File: config.mk
export PLATFORM = sky130hd
export DESIGN_NAME = sprite_row_dispatcher_flat
export DESIGN_NICKNAME = d
export VERILOG_FILES = /design/src/rtl/sprite_row_dispatcher_pkg.sv /design/src/rtl/sprite_row_dispatcher_if.sv /design/src/rtl/sprite_row_dispatcher_sprite_row_test.sv /design/src/rtl/sprite_row_dispatcher.sv /design/src/flat_wrapper.sv
export SDC_FILE = /design/constraint.sdc
export NUM_CORES = 1
export LEC_CHECK = 0
export ABC_AREA = 1
export CAP_MARGIN = 15
export CORE_MARGIN = 8
export CORE_UTILIZATION = 45
export CTS_CLUSTER_SIZE = 28
export DETAILED_ROUTE_END_ITERATION = 10
export PLACE_DENSITY = 0.86
export SLEW_MARGIN = 20
export SYNTH_ARGS = -nofsm -noshare
export SYNTH_HDL_FRONTEND = slang
export SYNTH_SLANG_ARGS = --single-unit
File: constraint.sdc
create_clock -name clk -period 5.2 [get_ports clk]
set_input_delay 0.52 -clock clk [delete_from_list [all_inputs] [get_ports clk]]
set_output_delay 0.52 -clock clk [all_outputs]
set_load 0.01 [all_outputs]
File: src/rtl/sprite_row_dispatcher_pkg.sv
// Shared types and constants for the sprite row dispatcher.
// Sprite entry layout, grid geometry, FSM state encoding.
package sprite_row_dispatcher_pkg;

  localparam int SPR_W         = 23;
  localparam int SPR_VALID_BIT = 22;
  localparam int SPR_TEX_LSB   = 18;
  localparam int SPR_SX_LSB    = 13;
  localparam int SPR_SY_LSB    = 8;
  localparam int SPR_Z_LSB     = 0;

  localparam int GRID_DIM      = 16;
  localparam int COORD_OFFSET  = 16;
  localparam logic [7:0] BG_Z  = 8'd0;

  typedef enum logic [2:0] {
    IDLE,
    SPR_RD,
    SPR_CHK,
    SPR_TEX,
    BG_RD,
    BG_TEX
  } state_t;

endpackage

File: src/rtl/sprite_row_dispatcher_if.sv
// Broadcast bus from the dispatcher to the processor array.
// master drives texture row, start_x/y, z and one-hot row enable.
interface sprite_row_dispatcher_if;

  logic [127:0] o_texture_data;
  logic [4:0]   o_start_x;
  logic [4:0]   o_start_y;
  logic [7:0]   o_position_z;
  logic [15:0]  o_row_ena;

  modport master (
    output o_texture_data,
    output o_start_x,
    output o_start_y,
    output o_position_z,
    output o_row_ena
  );

  modport slave (
    input o_texture_data,
    input o_start_x,
    input o_start_y,
    input o_position_z,
    input o_row_ena
  );

endinterface

File: src/rtl/sprite_row_dispatcher_sprite_row_test.sv
// Combinational row coverage test for one sprite entry.
// In: grid row, start_y, valid, z. Out: visible, texture row.
module sprite_row_test
  import sprite_row_dispatcher_pkg::*;
(
  input  logic [3:0] i_row,
  input  logic [4:0] i_start_y,
  input  logic       i_valid,
  input  logic [7:0] i_z,
  output logic       o_visible,
  output logic [3:0] o_tex_row
);

  logic [4:0] w_rel;

  // Coordinates carry a +16 offset; a negative or >=16
  // distance shows up as bit 4 set after the mod-32 wrap.
  assign w_rel = 5'(COORD_OFFSET) + {1'b0, i_row} - i_start_y;

  assign o_visible = i_valid && (i_z != BG_Z) && !w_rel[4];
  assign o_tex_row = w_rel[3:0];

endmodule

File: src/rtl/sprite_row_dispatcher.sv
// Walks the sprite table per grid row and broadcasts texture rows.
// Ports: clk/reset, frame start/busy/done, sprite rd, texture rd, bus.
module sprite_row_dispatcher
  import sprite_row_dispatcher_pkg::*;
#(
  parameter int SPRITE_COUNT = 8,
  parameter int SPR_ADDR_W   = 3
) (
  input  logic                  clk,
  input  logic                  reset,
  input  logic                  i_frame_start,
  input  logic [3:0]            i_bg_tex_id,
  output logic                  o_busy,
  output logic                  o_done,
  output logic [SPR_ADDR_W-1:0] o_spr_addr,
  input  logic [SPR_W-1:0]      i_spr_data,
  output logic [7:0]            o_tex_addr,
  output logic                  o_tex_rd,
  input  logic [127:0]          i_tex_data,
  sprite_row_dispatcher_if.master bus
);

  state_t r_state;
  state_t w_state_nxt;

  logic [3:0]            r_row;
  logic [3:0]            r_bg;
  logic [SPR_ADDR_W-1:0] r_idx;
  logic [4:0]            r_sx;
  logic [4:0]            r_sy;
  logic [7:0]            r_z;
  logic [127:0]          r_tex_data;
  logic [4:0]            r_bsx;
  logic [4:0]            r_bsy;
  logic [7:0]            r_bz;
  logic [15:0]           r_row_ena;
  logic                  r_done;

  logic       w_valid;
  logic [3:0] w_tex;
  logic [4:0] w_sx;
  logic [4:0] w_sy;
  logic [7:0] w_z;
  logic       w_vis;
  logic [3:0] w_tex_row;
  logic       w_last_idx;
  logic       w_last_row;

  assign w_valid = i_spr_data[SPR_VALID_BIT];
  assign w_tex   = i_spr_data[SPR_TEX_LSB +: 4];
  assign w_sx    = i_spr_data[SPR_SX_LSB +: 5];
  assign w_sy    = i_spr_data[SPR_SY_LSB +: 5];
  assign w_z     = i_spr_data[SPR_Z_LSB +: 8];

  assign w_last_idx =
    (r_idx == SPR_ADDR_W'(SPRITE_COUNT - 1));
  assign w_last_row = (r_row == 4'(GRID_DIM - 1));

  sprite_row_test u_row_test (
    .i_row     (r_row),
    .i_start_y (w_sy),
    .i_valid   (w_valid),
    .i_z       (w_z),
    .o_visible (w_vis),
    .o_tex_row (w_tex_row)
  );

  always_ff @(posedge clk) begin
    if (reset) begin
      r_state <= IDLE;
    end else begin
      r_state <= w_state_nxt;
    end
  end

  always_comb begin
    w_state_nxt = r_state;
    o_tex_rd    = 1'b0;
    o_tex_addr  = '0;
    unique case (r_state)
      IDLE: begin
        if (i_frame_start) begin
          w_state_nxt = SPR_RD;
        end
      end
      SPR_RD: begin
        w_state_nxt = SPR_CHK;
      end
      SPR_CHK: begin
        if (w_vis) begin
          o_tex_rd    = 1'b1;
          o_tex_addr  = {w_tex, w_tex_row};
          w_state_nxt = SPR_TEX;
        end else begin
          w_state_nxt = w_last_idx ? BG_RD : SPR_RD;
        end
      end
      SPR_TEX: begin
        w_state_nxt = w_last_idx ? BG_RD : SPR_RD;
      end
      BG_RD: begin
        o_tex_rd    = 1'b1;
        o_tex_addr  = {r_bg, r_row};
        w_state_nxt = BG_TEX;
      end
      BG_TEX: begin
        w_state_nxt = w_last_row ? IDLE : SPR_RD;
      end
      default: begin
        w_state_nxt = IDLE;
      end
    endcase
  end

  always_ff @(posedge clk) begin
    if (reset) begin
      r_row      <= '0;
      r_bg       <= '0;
      r_idx      <= '0;
      r_sx       <= '0;
      r_sy       <= '0;
      r_z        <= '0;
      r_tex_data <= '0;
      r_bsx      <= '0;
      r_bsy      <= '0;
      r_bz       <= '0;
      r_row_ena  <= '0;
      r_done     <= 1'b0;
    end else begin
      r_row_ena <= '0;
      r_done    <= 1'b0;
      unique case (r_state)
        IDLE: begin
          if (i_frame_start) begin
            r_bg  <= i_bg_tex_id;
            r_row <= '0;
            r_idx <= '0;
          end
        end
        SPR_CHK: begin
          // Hold the entry; the table output may move on.
          r_sx <= w_sx;
          r_sy <= w_sy;
          r_z  <= w_z;
          if (!w_vis && !w_last_idx) begin
            r_idx <= r_idx + 1'b1;
          end
        end
        SPR_TEX: begin
          r_tex_data <= i_tex_data;
          r_bsx      <= r_sx;
          r_bsy      <= r_sy;
          r_bz       <= r_z;
          r_row_ena  <= 16'h0001 << r_row;
          if (!w_last_idx) begin
            r_idx <= r_idx + 1'b1;
          end
        end
        BG_TEX: begin
          r_tex_data <= i_tex_data;
          r_bsx      <= 5'(COORD_OFFSET);
          r_bsy      <= 5'(COORD_OFFSET);
          r_bz       <= BG_Z;
          r_row_ena  <= 16'h0001 << r_row;
          if (w_last_row) begin
            r_done <= 1'b1;
          end else begin
            r_row <= r_row + 1'b1;
            r_idx <= '0;
          end
        end
        default: begin
        end
      endcase
    end
  end

  // Busy stays up through the cycle the done pulse is visible.
  assign o_busy     = (r_state != IDLE) || r_done;
  assign o_done     = r_done;
  assign o_spr_addr = r_idx;

  assign bus.o_texture_data = r_tex_data;
  assign bus.o_start_x      = r_bsx;
  assign bus.o_start_y      = r_bsy;
  assign bus.o_position_z   = r_bz;
  assign bus.o_row_ena      = r_row_ena;

endmodule

File: src/flat_wrapper.sv
// flat-port wrapper written by rule: the top's interface ports become plain ports
module sprite_row_dispatcher_flat import sprite_row_dispatcher_pkg::*;
#(
  parameter int SPRITE_COUNT = 8,
  parameter int SPR_ADDR_W   = 3
)
  (clk, reset, i_frame_start, i_bg_tex_id, o_busy, o_done, o_spr_addr, i_spr_data, o_tex_addr, o_tex_rd, i_tex_data, bus_o_texture_data, bus_o_start_x, bus_o_start_y, bus_o_position_z, bus_o_row_ena);
  sprite_row_dispatcher_if bus_i ();
  input  logic clk;
  input  logic reset;
  input  logic i_frame_start;
  input  logic [3:0] i_bg_tex_id;
  output logic o_busy;
  output logic o_done;
  output logic [SPR_ADDR_W-1:0] o_spr_addr;
  input  logic [SPR_W-1:0] i_spr_data;
  output logic [7:0] o_tex_addr;
  output logic o_tex_rd;
  input  logic [127:0] i_tex_data;
  output wire logic [$bits(bus_i.o_texture_data)-1:0] bus_o_texture_data;
  output wire logic [$bits(bus_i.o_start_x)-1:0] bus_o_start_x;
  output wire logic [$bits(bus_i.o_start_y)-1:0] bus_o_start_y;
  output wire logic [$bits(bus_i.o_position_z)-1:0] bus_o_position_z;
  output wire logic [$bits(bus_i.o_row_ena)-1:0] bus_o_row_ena;
  assign bus_o_texture_data = bus_i.o_texture_data;
  assign bus_o_start_x = bus_i.o_start_x;
  assign bus_o_start_y = bus_i.o_start_y;
  assign bus_o_position_z = bus_i.o_position_z;
  assign bus_o_row_ena = bus_i.o_row_ena;
  sprite_row_dispatcher #(.SPRITE_COUNT(SPRITE_COUNT), .SPR_ADDR_W(SPR_ADDR_W)) u_core (.clk(clk), .reset(reset), .i_frame_start(i_frame_start), .i_bg_tex_id(i_bg_tex_id), .o_busy(o_busy), .o_done(o_done), .o_spr_addr(o_spr_addr), .i_spr_data(i_spr_data), .o_tex_addr(o_tex_addr), .o_tex_rd(o_tex_rd), .i_tex_data(i_tex_data), .bus(bus_i));
endmodule
==> results.txt <==
----------------------------------------------------
[Critical path]
  Critical Path Sink Type ... output pin
  Max stage delay on crit path ... between 0.5 and 0.6 ns
  Kind of start point of the critical path ... input pin
  Data required time of the worst path ... roughly 4.7 ns
  Cell breakdown of the critical path ... clkdlybuf4s50_1 > ha_1 > inv_1 > fa_1 > nand2_1 > nand2_1 > nand3_1 > nand2_1 > inv_1 > nand3_2 > o22ai_1 > clkdlybuf4s50_1
  Data arrival time of the critical path ... ~3.1 ns
  Maximum net fanout on the critical path ... 17
  Crit path kind ... input pin to output pin
  CP most frequent cell ... nand2_1
  Slowest-stage cell, CP ... clkdlybuf4s50_1

[STA]
  Final Setup Violations ... 0
  Hold Vio Cnt, Final ... 0
  Setup repair after global routing missed its margin ... false
  Final cycle utilization of the critical path ... 70.1%
  Final slew viol count ... 0
  Maximum clock skew at final layout ... between 0.009 and 0.01 ns
  Achievable frequency ... 274 MHz
  Aggregate negative setup slack ... 0 ns
  Normalized max-slew margin ... between 30 and 40%
  Pin slew with the least headroom to its limit ... roughly 1.0 ns
  Clock period minus final worst setup slack ... 3.65 ns

[Layout]
  Total number of nets in the final design ... ~1.4k
  Area grow syn2layout ... 53.5%
  Fraction of final layout cells with drive strength greater than 1 ... approximately 4.3%

[Drt]
  Residual DRC count ... 0
  Routed wire length per instance ... between 15 and 20 µm
  Per-cell via count in the routed design ... between 4 and 5
  Routed Antenna Nets ... 0
  Count of TritonRoute iterations in the first routing pass ... 5
  Wirelength, routed ... around 24000 µm
  Number of vias in the routed layout ... 7163
  Number of DRC markers after the initial detailed-route iteration ... between 400 and 500

[Synth]
  Sequential cell area fraction in the yosys report ... roughly 54%
  Fraction of the mapped netlist area in simple logic gates ... between 20 and 25%
  Syn. warnings ... 0
  Multiplexer share of the synthesized area ... 0%
  Number of distinct standard cells referenced by the synthesized netlist ... 27
  Flops & latches, synth ... 195
  Combinational family with the most area after synthesis ... simple AND/OR/NAND/NOR gates
  Cell area after technology mapping ... around 7300 µm²
  Number of instances in the synthesized netlist ... 915
  Post-synthesis adder-cell area fraction ... ~2.3%
  Share of the synthesized netlist area taken by xor and xnor gates ... less than 1%
  Post-synth net total ... roughly 1.1k
  Synth Area per Inst ... approximately 8 µm²
  Compound-gate portion of the synthesized area ... around 14%

[CTS]
  TritonCTS Buffers ... 17
  Largest buffer count on any clock path ... 2
  Number of hold-repair buffers added at the cts stage ... 0
  Worst skew pair latency ... roughly 0.42 ns
  Library cell used as clock root buffer ... clkbuf_16
  Clock transition time at the flip-flop clock pins of the worst setup and hold paths ... around 0.070 ns
  Total of cells resized after clock tree synthesis ... 0
  Number of levels in the clock H-tree ... 4
  Buffers inserted during post-CTS setup optimization ... 0
  # clock sinks ... between 150 and 200
  TritonCTS clock tree ... yes

[Die]
  Full die area ... 20400 µm²
  Number of rows created at floorplan ... 46
  Die span in x ... around 140 µm
  Vertical extent of the die ... between 100 and 150 µm
  Ports ... roughly 330
  Standard cell core area ... ~16000 µm²
  Effective utilization at floorplan ... approximately 46%

[GRT]
  Total routing resource utilization after global routing ... a little under a quarter
  First-pass GRT wire length ... roughly 37000 µm
  Total congestion overflow ... 0
  Fraction of met1 tracks used by global routing ... about a quarter
  Maximum number of pins on one net before global-route repair ... about 120
  Met2 global-route usage ... a little under two fifths
  Number of global-route vias before repair ... 6964
  Routing layer with the top usage in global route ... met2
  Met3 demand-to-capacity share in global routing ... between 8 and 9%
  Initial antenna violation count ... 2

[Power and ir drop]
  Total power after layout ... 3.33 mW
  Power density cells ... 299 nW/µm²
  Share of total power in sequential cells ... around 48%
  Power spent charging and discharging nets ... about 0.81 mW
  Part of the total power dissipated in combinational logic ... between 10% and 20%
  Worst IR drop on VDD ... 0.000208 V
  Leak Pwr ... approximately 4.6 nW
  Clock network fraction of total power ... just under 40%
  Internal cell power ... between 2 and 3 mW
  Net switching fraction of the power ... roughly 24%

[Flow run]
  Max_cap viols ... 0

[Placement]
  Placer congestion estimate ... ~0.9
  Quantity of I/O buffers inserted on ports ... approximately 330
  DPL Wire Length ... roughly 18000 µm

[Outcome]
  Outcome ... complete, no violations

[Min path]
  Type of the worst min-delay path ... flip-flop to flip-flop

----------------------------------------------------
[placed cells by master (no fill, tap or decap), types with 2 or more instances in the layout]
cell type,netlist,routed
or2_2,3,3
inv_8,0,2
clkinvlp_4,0,3
nand3_1,13,13
o21ai_0,89,89
clkinv_4,0,4
o211ai_1,2,2
nand2_1,66,66
nor3_1,13,13
a21oi_1,36,36
dfxtp_1,195,195
inv_2,5,4
nor2_1,305,305
clkdlybuf4s50_1,0,333
inv_4,0,2
inv_1,39,38
nand3_2,4,4
clkbuf_8,0,4
xor2_1,2,2
clkbuf_16,0,17
buf_4,1,5
o21ai_1,62,62
nand2_4,2,2
o22ai_1,8,8
ha_1,12,12
[power by group through the flow]
| stage | Combinational (mW) | Clock [mW] | Sequential, mW |
|---|---|---|---|
| final | 0.433 | 1.31 | 1.59 |
| after global routing | 0.469 | 1.40 | 1.60 |
| after CTS | 0.436 | 1.34 | 1.59 |
| after detailed placement | 0.433 | 0 | 1.63 |
| after global placement | 0.426 | 0 | 1.62 |
| after floorplan | 0.158 | 0 | 1.64 |
[stage by stage]
step | std cells | worst slack, ns | utilization, % | hold WS (ns) | instance area, µm²
3_5_place_dp | 1414 | 1.60 | 66.6 | 0.453 | 10500
2_1_floorplan | 915 | 2.78 | - | 0.430 | 7260
6_report | 1447 | 1.55 | 70.4 | 0.460 | 11100
5_1_grt | 1447 | 1.42 | 70.4 | 0.483 | 11100
3_3_place_gp | 1414 | 1.69 | 66.6 | 0.448 | 10500
4_1_cts | 1446 | 1.59 | 70.4 | 0.465 | 11100
[critical path, delay by kind of cell]
kind                       cells  cell delay, ns
AOI/OAI and AO/OA              1            0.26
buffers and inverters          4            1.21
adders and majority gates      2            0.57
and+or+nand+nor                5            0.56
[worst paths after layout]
kind / cells past startpoint / slack, ns / start / end
worst max-delay path: 12 / 1.55 / i_spr_data[8] / o_tex_addr[1]
worst min-delay path: 2 / 0.46 / u_core.r_sx[3] / u_core.bus.o_start_x[3]
worst max register to register: 7 / 2.32 / u_core.r_state[0] / u_core.bus.o_row_ena[6]
worst min register to register: 2 / 0.46 / u_core.r_sx[3] / u_core.bus.o_start_x[3]
[flip-flops by register name, summed over array words and instances, names as in the netlist]
| name | cells |
|---|---|
| u_core.bus.o_position_z | 8 |
| u_core.r_state | 3 |
| u_core.bus.o_row_ena | 16 |
| u_core.o_spr_addr | 3 |
| u_core.o_done | 1 |
| u_core.bus.o_texture_data | 128 |
| u_core.r_sx | 5 |
| u_core.r_z | 8 |
| u_core.r_bg | 4 |
| u_core.bus.o_start_y | 5 |
| u_core.bus.o_start_x | 5 |
| u_core.r_row | 4 |
| u_core.r_sy | 5 |
[final cells by class]
cell class / instances / area (µm²)
fillers: 1227 / 4680
flip-flops and latches: 195 / 3900
repair buffers: 338 / 3370
multi-input cells: 621 / 2830
clock buffers: 21 / 480
well taps: 216 / 270
inverters: 44 / 170
clock inverters: 11 / 119
diodes: 1 / 2.50
[cell families after synthesis]
group / Yosys count
AOI/OAI and AO/OA: 197
xor gates and xnor gates: 3
adders and majority gates: 13
buffers and inverters: 99
DFF: 195
and+or+nand+nor: 408
[synth_stat cells]
cell type / number / area share, %
o21ai_1: 62 / 4.3
nor3_1: 13 / 0.90
dfxtp_1: 195 / 54
buf_1: 2 / 0.10
xor2_1: 2 / 0.24
o21ai_0: 89 / 6.1
clkbuf_2: 1 / 0.069
ha_1: 12 / 2.1
buf_4: 1 / 0.10
inv_1: 39 / 2.0
xnor2_1: 1 / 0.12
nor2_8: 1 / 0.28
fa_1: 1 / 0.28
nor2_1: 305 / 16
nand3_1: 13 / 0.90
or2_2: 3 / 0.26
buf_6: 18 / 2.8
a21oi_1: 36 / 2.5
buf_2: 12 / 0.83
o211ai_1: 2 / 0.21
o22ai_1: 8 / 0.69
nand2_4: 2 / 0.31
clkbuf_1: 21 / 1.1
nand3_2: 4 / 0.55
nand4_1: 1 / 0.086
nand2_1: 66 / 3.4
inv_2: 5 / 0.26
[layer usage]
| layer | vias up | part of all wire (%) |
|---|---|---|
| met5 | - | 0.053 |
| met4 | 2 | 3.0 |
| met3 | 48 | 10 |
| met2 | 283 | 48 |
| met1 | 3293 | 39 |
| li1 | 3537 | - |
Note: power is estimated with default switching activity, not from simulation.
